`config.mk`:
```
export PLATFORM = sky130hd
export DESIGN_NAME = arb_mux_rr
export DESIGN_NICKNAME = d
export VERILOG_FILES = /design/src/rtl/arb_mux_rr.sv
export SDC_FILE = /design/constraint.sdc
export NUM_CORES = 1
export LEC_CHECK = 0
export BUFFER_PORTS_ARGS = -buffer_cell sky130_fd_sc_hd__buf_2
export CAP_MARGIN = 10
export CORE_MARGIN = 3
export CORE_UTILIZATION = 45
export CTS_CLUSTER_SIZE = 16
export DETAILED_ROUTE_END_ITERATION = 7
export GPL_TIMING_DRIVEN = 0
export PLACE_DENSITY = 0.87
export SLEW_MARGIN = 30
export SYNTH_ARGS = -nofsm -noshare
export SYNTH_HDL_FRONTEND = slang
export SYNTH_SLANG_ARGS = --single-unit
```
`constraint.sdc`:
```
create_clock -name clk -period 3.49 [get_ports clk]
set_clock_uncertainty 0.15 [all_clocks]
set_input_delay 0.349 -clock clk [delete_from_list [all_inputs] [get_ports clk]]
set_output_delay 0.349 -clock clk [all_outputs]
set_load 0.02 [all_outputs]
```
`src/rtl/arb_mux_rr.sv`:
```
// arb_mux_rr: registered N-channel valid/ready arbitrating mux, round-robin or fixed priority
module arb_mux_rr #(
  parameter int WIDTH = 32,
  parameter int NCH = 4,
  parameter int PRIO_MODE = 0,
  localparam int SELW = (NCH > 1) ? $clog2(NCH) : 1
) (
  input  logic               clk,
  input  logic               reset_n,
  input  logic               flush,
  input  logic [NCH-1:0]     in_valid,
  input  logic [NCH*WIDTH-1:0] in_data,
  output logic [NCH-1:0]     in_ready,
  output logic               out_valid,
  output logic [WIDTH-1:0]   out_data,
  output logic [SELW-1:0]    out_ch,
  input  logic               out_ready
);
  logic [SELW-1:0] ptr_q, ptr_d, win, sel, ch_q, ch_d;
  logic [WIDTH-1:0] data_q, data_d;
  logic valid_q, valid_d, found, load, take;
  int idx;
  // Scan from ptr upward with wrap; in fixed mode ptr stays 0 so this is lowest-index-wins.
  always_comb begin
    found = 1'b0;
    win = '0;
    idx = 0;
    sel = '0;
    for (int k = 0; k < NCH; k++) begin
      idx = (int'(ptr_q) + k) % NCH;
      sel = SELW'(idx);
      if (!found && in_valid[sel]) begin
        found = 1'b1;
        win = sel;
      end
    end
  end
  assign load = ~valid_q | out_ready;
  assign take = found & load & ~flush & reset_n;
  assign in_ready = take ? (NCH'(1) << win) : '0;
  always_comb begin
    valid_d = flush ? 1'b0 : load ? take : valid_q;
    data_d = take ? in_data[win*WIDTH +: WIDTH] : data_q;
    ch_d = take ? win : ch_q;
    ptr_d = flush ? '0 : (take && PRIO_MODE == 0) ? ((int'(win) == NCH-1) ? '0 : win + 1'b1) : ptr_q;
  end
  always_ff @(posedge clk or negedge reset_n) begin
    if (!reset_n) begin
      valid_q <= 1'b0;
      data_q <= '0;
      ch_q <= '0;
      ptr_q <= '0;
    end else begin
      valid_q <= valid_d;
      data_q <= data_d;
      ch_q <= ch_d;
      ptr_q <= ptr_d;
    end
  end
  assign out_valid = valid_q;
  assign out_data = data_q;
  assign out_ch = ch_q;
endmodule
```
==> results of run 1 <==
metrics by stage:
stage / cell area [um2] / instances / power, mW / setup slack (ns)
2_1_floorplan: 2480 / 233 / 1.10 / 1.20
3_3_place_gp: 3440 / 477 / 1.36 / 0.819
3_5_place_dp: 3440 / 477 / 1.39 / 0.805
4_1_cts: 3560 / 485 / 1.78 / 0.621
5_1_grt: 3560 / 485 / 1.87 / 0.483
6_report: 3560 / 485 / 1.77 / 0.626
kinds of logic (layout without fill, tap and decap cells):
group                      Yosys count  in the layout  synth area share
adders and majority gates            4              4            0.0202
AOI/OAI and AO/OA                   73             73             0.212
and+or+nand+nor                     40             40            0.0872
DFF                                 37             37             0.373
muxes                               59             59             0.241
buffers and inverters               20            202            0.0670
report_power, final:
part           leakage (nW)  internal, mW  switching (mW)
Sequential            0.454         0.541          0.0618
Clock                0.0574         0.232           0.158
Combinational          1.49         0.342           0.432
Total                  2.00          1.12           0.652
per-layer routing:
| layer | vias up | GRT usage |
|---|---|---|
| li1 | 1236 | - |
| met1 | 1218 | 0.263 |
| met2 | 104 | 0.430 |
| met3 | 12 | 0.0336 |
| met4 | 0 | 0.0709 |
| met5 | - | 0 |
worst register-to-register path: cells and delay by family, from the launching register on:
kind | cells | cell delay (ns)
AOI/OAI and AO/OA | 3 | 0.42
buffers and inverters | 3 | 0.43
DFF | 1 | 0.45
muxes | 1 | 0.23
and+or+nand+nor | 2 | 0.54
cell usage in the layout (no fill, tap or decap), drive strengths merged, types with 2 or more instances in the layout:
master   count
ha           4
nor2b        3
nand2       20
inv          3
buf        189
mux2         6
mux2i       53
a31oi        6
o21ai       29
clkbuf       8
nor2         5
nand2b       2
a2bb2oi     23
o22ai        6
and2         4
dfrtp       37
o221ai       3
worst max-delay path by stage:
stage	start	to	slack (ns)	depth (start not counted)
floorplan	ptr_q[1]	in_ready[2]	1.20	8
global placement	reset_n	in_ready[2]	0.82	6
detailed placement	reset_n	in_ready[2]	0.80	6
CTS	ptr_q[1]	in_ready[2]	0.62	9
global route	ptr_q[1]	in_ready[2]	0.48	9
finish	ptr_q[1]	in_ready[0]	0.63	9
cell type report:
type	count	area [um2]	area share
Buffer	17	155	0.0436
Clock buffer	6	82.6	0.0232
Clock inverter	2	37.5	0.0105
Inverter	3	11.3	0.00316
Multi-Input combinational cell	176	1390	0.391
Sequential cell	37	926	0.260
Tap cell	70	87.6	0.0246
Timing Repair Buffer	174	871	0.244
registers in the layout (all words and copies together), names as in the netlist:
register	count
ptr_q	2
out_data	32
out_valid	1
out_ch	2
==> flow_metrics.py, run 1 <==
metrics = {
    "logic_synthesis": {
        "avgSynthCellArea_um2": 10.7,
        "yosysTopAreaCell": "dfrtp_1",
        "synth.distinct_cells": 40,
        "yosys-top-cells-count": "53 x mux2i_1, 37 x dfrtp_1, 21 x a2bb2oi_1",
        "synth-async-reset-ratio": 1.00,
        "netlist_instances": 233,
        "yosysTopAreaCellShare": 0.373,
        "synth_edf_count": 0,
        "synth_nets": 373,
        "ys_seq_elements": 37,
        "yosysMostFrequentCell": "mux2i_1",
        "ys_top_cells_by_area": "dfrtp_1 37%, mux2i_1 21%, a2bb2oi_1 7.4%",
        "synth_area_mm2": 0.00248,
        "synth-seq-area-share": 0.373,
        "ys.flop_type": "dfrtp_1",
        "ys_warn_count": 0,
    },
    "timing": {
        "maxSlewViolCount": 0,
        "period_minus_slack_ns": 2.86,
        "maxSlewHeadroom": 0.420,
        "rsz0062_at_grt": "false",
        "setup_viol": 0,
        "worstMarginPinSlew_ns": 0.870,
        "setup_tns_ns": 0,
        "fmaxAchievable_ghz": 0.349,
        "holdWs_ns": 0.0241,
        "min_period_over_period": 0.821,
        "hold_violations": 0,
    },
    "placed_design": {
        "dp_hpwl_um": 6020,
        "io_buffers": 174,
        "place.gp.congestion": 0.807,
    },
    "clock_tree": {
        "clk_pin_slew_worst_paths_ns": 0.07,
        "clk_latency_ns": 0.29,
        "numCtsBuffers": 5,
        "cts_root_buffer": "clkbuf_8",
        "ctsHoldBuffers": 0,
        "htreeDepth": 2,
        "cts_tree": "done",
        "cts-resized-gates": 0,
        "clockBufferDepth": 2,
        "cts_sinks": 37,
        "post_cts_buffers": 0,
    },
    "floorplanning": {
        "core_mm2": 0.00524,
        "start_util": 0.474,
        "rows": 26,
        "die_x_um": 80.3,
        "die_y_um": 80.3,
        "die_area_mm2": 0.00645,
        "num_io_pins": 175,
    },
    "setup_path": {
        "cp_cell_sequence": "or3b_1 -> o21ai_2 -> nor2_4 -> inv_2 -> buf_6 -> buf_2 -> ha_1 -> and2_1 -> buf_2",
        "crit_path_start_kind": "register",
        "cp_slowest_cell": "dfrtp_1",
        "crit_path_max_fanout": 11,
        "timing.rr.start": "ptr_q[1]",
        "arrival_ns": 2.36,
        "worstRegToRegCells": 9,
        "timing.critical_path.buf_inv": 4,
        "critPathTopFamily": "buffers and inverters",
        "cp_data_required_time_ns": 2.99,
        "r2r_slack_ns": 1.16,
        "max_stage_delay_ns": 0.45,
        "crit_path_end_kind": "primary output",
        "worstReg2RegEnd": "out_data[19]",
        "worstSetupPathType": "register to primary output",
        "worst_path_most_repeated_cell": "buf_2",
    },
    "routing": {
        "drt_iter0_markers": 106,
        "first_pass_iters": 4,
        "wl_met3_um": 470,
        "ant_nets": 0,
        "drc": 0,
        "met1_length_um": 3060,
        "viasPerCell": 5.30,
        "route.met2.wl_um": 3930,
        "via_count": 2570,
        "routedWlPerCell_um": 15.6,
        "top_layer": "met4",
        "wl_um": 7570,
    },
    "global_routing": {
        "grt_max_degree": 40,
        "grt_pass1_wl_um": 11700,
        "grt-ovfl-total": 0,
        "antenna_found_initial": 0,
        "track_usage": 0.228,
        "grt_pass1_vias": 2590,
    },
    "layout": {
        "fill_cells": 416,
        "final_util": 0.680,
        "nets": 554,
        "area_delta_synth_final_pct": 43.4,
        "drive_above_1_share": 0.511,
        "diodes": 0,
    },
    "power_and_ir_drop": {
        "ir_worst_vdd_v": 0.000306,
        "p_leak_nw": 2.00,
        "p_per_area_mw_per_mm2": 496,
    },
    "min_path": {
        "hp-class": "input port to asynchronous set/reset pin",
    },
    "flow_run": {
        "maxCapViolCount": 0,
    },
    "run_status": {
        "status": "completed",
    },
}
Note: power is estimated with default switching activity, not from simulation.
==> inputs of run 2 (changes only) <==
Settings changed: CORE_UTILIZATION 45 to 38, PLACE_DENSITY 0.87 to 0.78.
Clock period 3.49 ns to 2.6 ns, I/O delays scaled along.
==> flow_metrics.py, run 2 (same netlist as run 1, synthesis figures left out) <==
metrics = {
    "setup_path": {
        "crit_path_end": "in_ready[2]",
        "worstSetupPathType": "register to primary output",
        "r2r_slack_ns": 0.22,
        "crit_path_end_kind": "primary output",
        "crit_path_start_kind": "register",
        "crit_path_max_fanout": 10,
        "arrival_ns": 2.10,
        "setup.worst_path.start": "ptr_q[1]",
        "timing.rr.start": "ptr_q[1]",
        "worstReg2RegEnd": "out_data[21]",
        "worstRegToRegCells": 9,
        "cp_data_required_time_ns": 2.19,
    },
    "layout": {
        "diodes": 0,
        "multi_input_area_mm2": 0.00140,
        "largest_reg_flops": 32,
        "final_cell_mix": "178 x buf_2, 53 x mux2i_1, 36 x dfrtp_1, 21 x a2bb2oi_1, 20 x nand2_1",
        "final_util": 0.587,
        "seq_area_um2": 927,
        "postLayoutCellArea_mm2": 0.00360,
        "fin_cells": 491,
        "final_common_cell": "buf_2",
        "area_delta_synth_final_pct": 45.0,
        "drive_above_1_share": 0.512,
        "fill_cells": 547,
        "nets": 556,
    },
    "placed_design": {
        "dp_slack_ns": 0.0575,
        "io_buffers": 174,
        "dp_hpwl_um": 6010,
        "dp_cells": 482,
        "place_area_mm2": 0.00345,
        "place.gp.congestion": 0.841,
    },
    "clock_tree": {
        "cts_root_buffer": "clkbuf_8",
        "numCtsBuffers": 5,
        "cts_sinks": 37,
        "htreeDepth": 2,
        "clockBufferDepth": 2,
        "post_cts_buffers": 0,
        "clk_latency_ns": 0.29,
        "clk_pin_slew_worst_paths_ns": 0.08,
        "cts_tree": "done",
    },
    "global_routing": {
        "grt_pass1_vias": 2480,
        "antenna_found_initial": 0,
        "grt_max_degree": 38,
        "grt_pass1_wl_um": 11800,
        "grt-ovfl-total": 0,
        "track_usage": 0.198,
    },
    "power_and_ir_drop": {
        "sw_frac_of_total": 0.377,
        "p_per_area_mw_per_mm2": 631,
        "comb_power_share": 0.468,
        "p_int_mw": 1.41,
        "clock_power_share": 0.177,
        "p_leak_nw": 2.02,
        "pwr-share-seq": 0.355,
        "ir_worst_vdd_v": 0.000319,
        "switching_power_mw": 0.857,
    },
    "timing": {
        "worstMarginPinSlew_ns": 0.401,
        "maxSlewViolCount": 0,
        "maxSlewHeadroom": 0.732,
        "fmaxAchievable_ghz": 0.398,
        "fin_ws_ns": 0.0853,
        "setup_viol": 0,
        "min_period_over_period": 0.967,
        "hold_violations": 0,
        "period_minus_slack_ns": 2.51,
    },
    "routing": {
        "drc": 0,
        "wl_um": 7710,
        "ant_nets": 0,
        "routedWlPerCell_um": 15.7,
        "first_pass_iters": 4,
        "viasPerCell": 5.18,
        "drt_iter0_markers": 47,
        "via_count": 2545,
    },
    "flow_run": {
        "maxCapViolCount": 0,
    },
    "min_path": {
        "hp-class": "input port to register",
    },
    "floorplanning": {
        "rows": 28,
        "die_area_mm2": 0.00754,
        "start_util": 0.405,
        "num_io_pins": 175,
        "die_x_um": 86.8,
        "core_mm2": 0.00613,
        "die_y_um": 86.8,
    },
    "run_status": {
        "status": "completed",
    },
}
-- run 2: routing by layer --
layer	track usage	vias to the layer above	wire [um]
met4	0.0552	0	66
met2	0.350	114	3860
li1	-	1240	-
met5	0	-	0
met3	0.0304	8	569
met1	0.248	1183	3210
-- run 2: critical path: stages (launching register included) --
cell     delay, ns
dfrtp_2       0.42
mux2i_1       0.25
o21ai_2       0.12
nor2_4        0.26
inv_2         0.12
buf_12        0.17
ha_1          0.19
and2_1        0.13
buf_2         0.15
-- run 2: layout make-up --
class                      count  area share
tap                           75      0.0261
inverter                       3     0.00313
clock buffer                   7      0.0240
multi-input combinational    176       0.388
sequential                    37       0.257
buffer                        16      0.0441
timing repair buffer         177       0.257
-- run 2: worst min path at each step --
stage                       startpoint           end  slack, ns  cells after the start
after floorplan                reset_n     out_ch[0]      -0.19                      0
after global placement         reset_n   out_data[7]       0.26                      1
after detailed placement       reset_n   out_data[7]       0.28                      1
after CTS                        flush     out_valid       0.06                      2
after global routing      in_data[108]  out_data[12]       0.08                      3
final                            flush     out_valid       0.06                      2
-- run 2: power by group through the flow --
stage | Clock [mW] | Sequential [mW] | Combinational, mW
final | 0.403 | 0.806 | 1.06
after global routing | 0.439 | 0.829 | 1.15
after CTS | 0.413 | 0.806 | 1.05
after detailed placement | 0 | 0.818 | 1.05
after global placement | 0 | 0.809 | 1.03
after floorplan | 0 | 1.00 | 0.479
-- run 2: what timing repair did --
| action | 4_1_cts | 5_1_grt |
|---|---|---|
| hold buffers | 2 | 0 |
| endpoints found under the setup margin | 2 | 4 |
| gates resized for setup | 0 | 4 |
| gates cloned | 0 | 1 |
| endpoints found under the hold margin | 37 | 0 |
-- run 2: metrics by stage --
step | setup TNS (ns) | hold slack [ns] | power (mW)
after global routing | -0.0692 | 0.0801 | 2.42
after floorplan | 0 | -0.186 | 1.48
final | 0 | 0.0615 | 2.27
after detailed placement | 0 | 0.276 | 1.86
after CTS | 0 | 0.0605 | 2.27
after global placement | 0 | 0.256 | 1.84
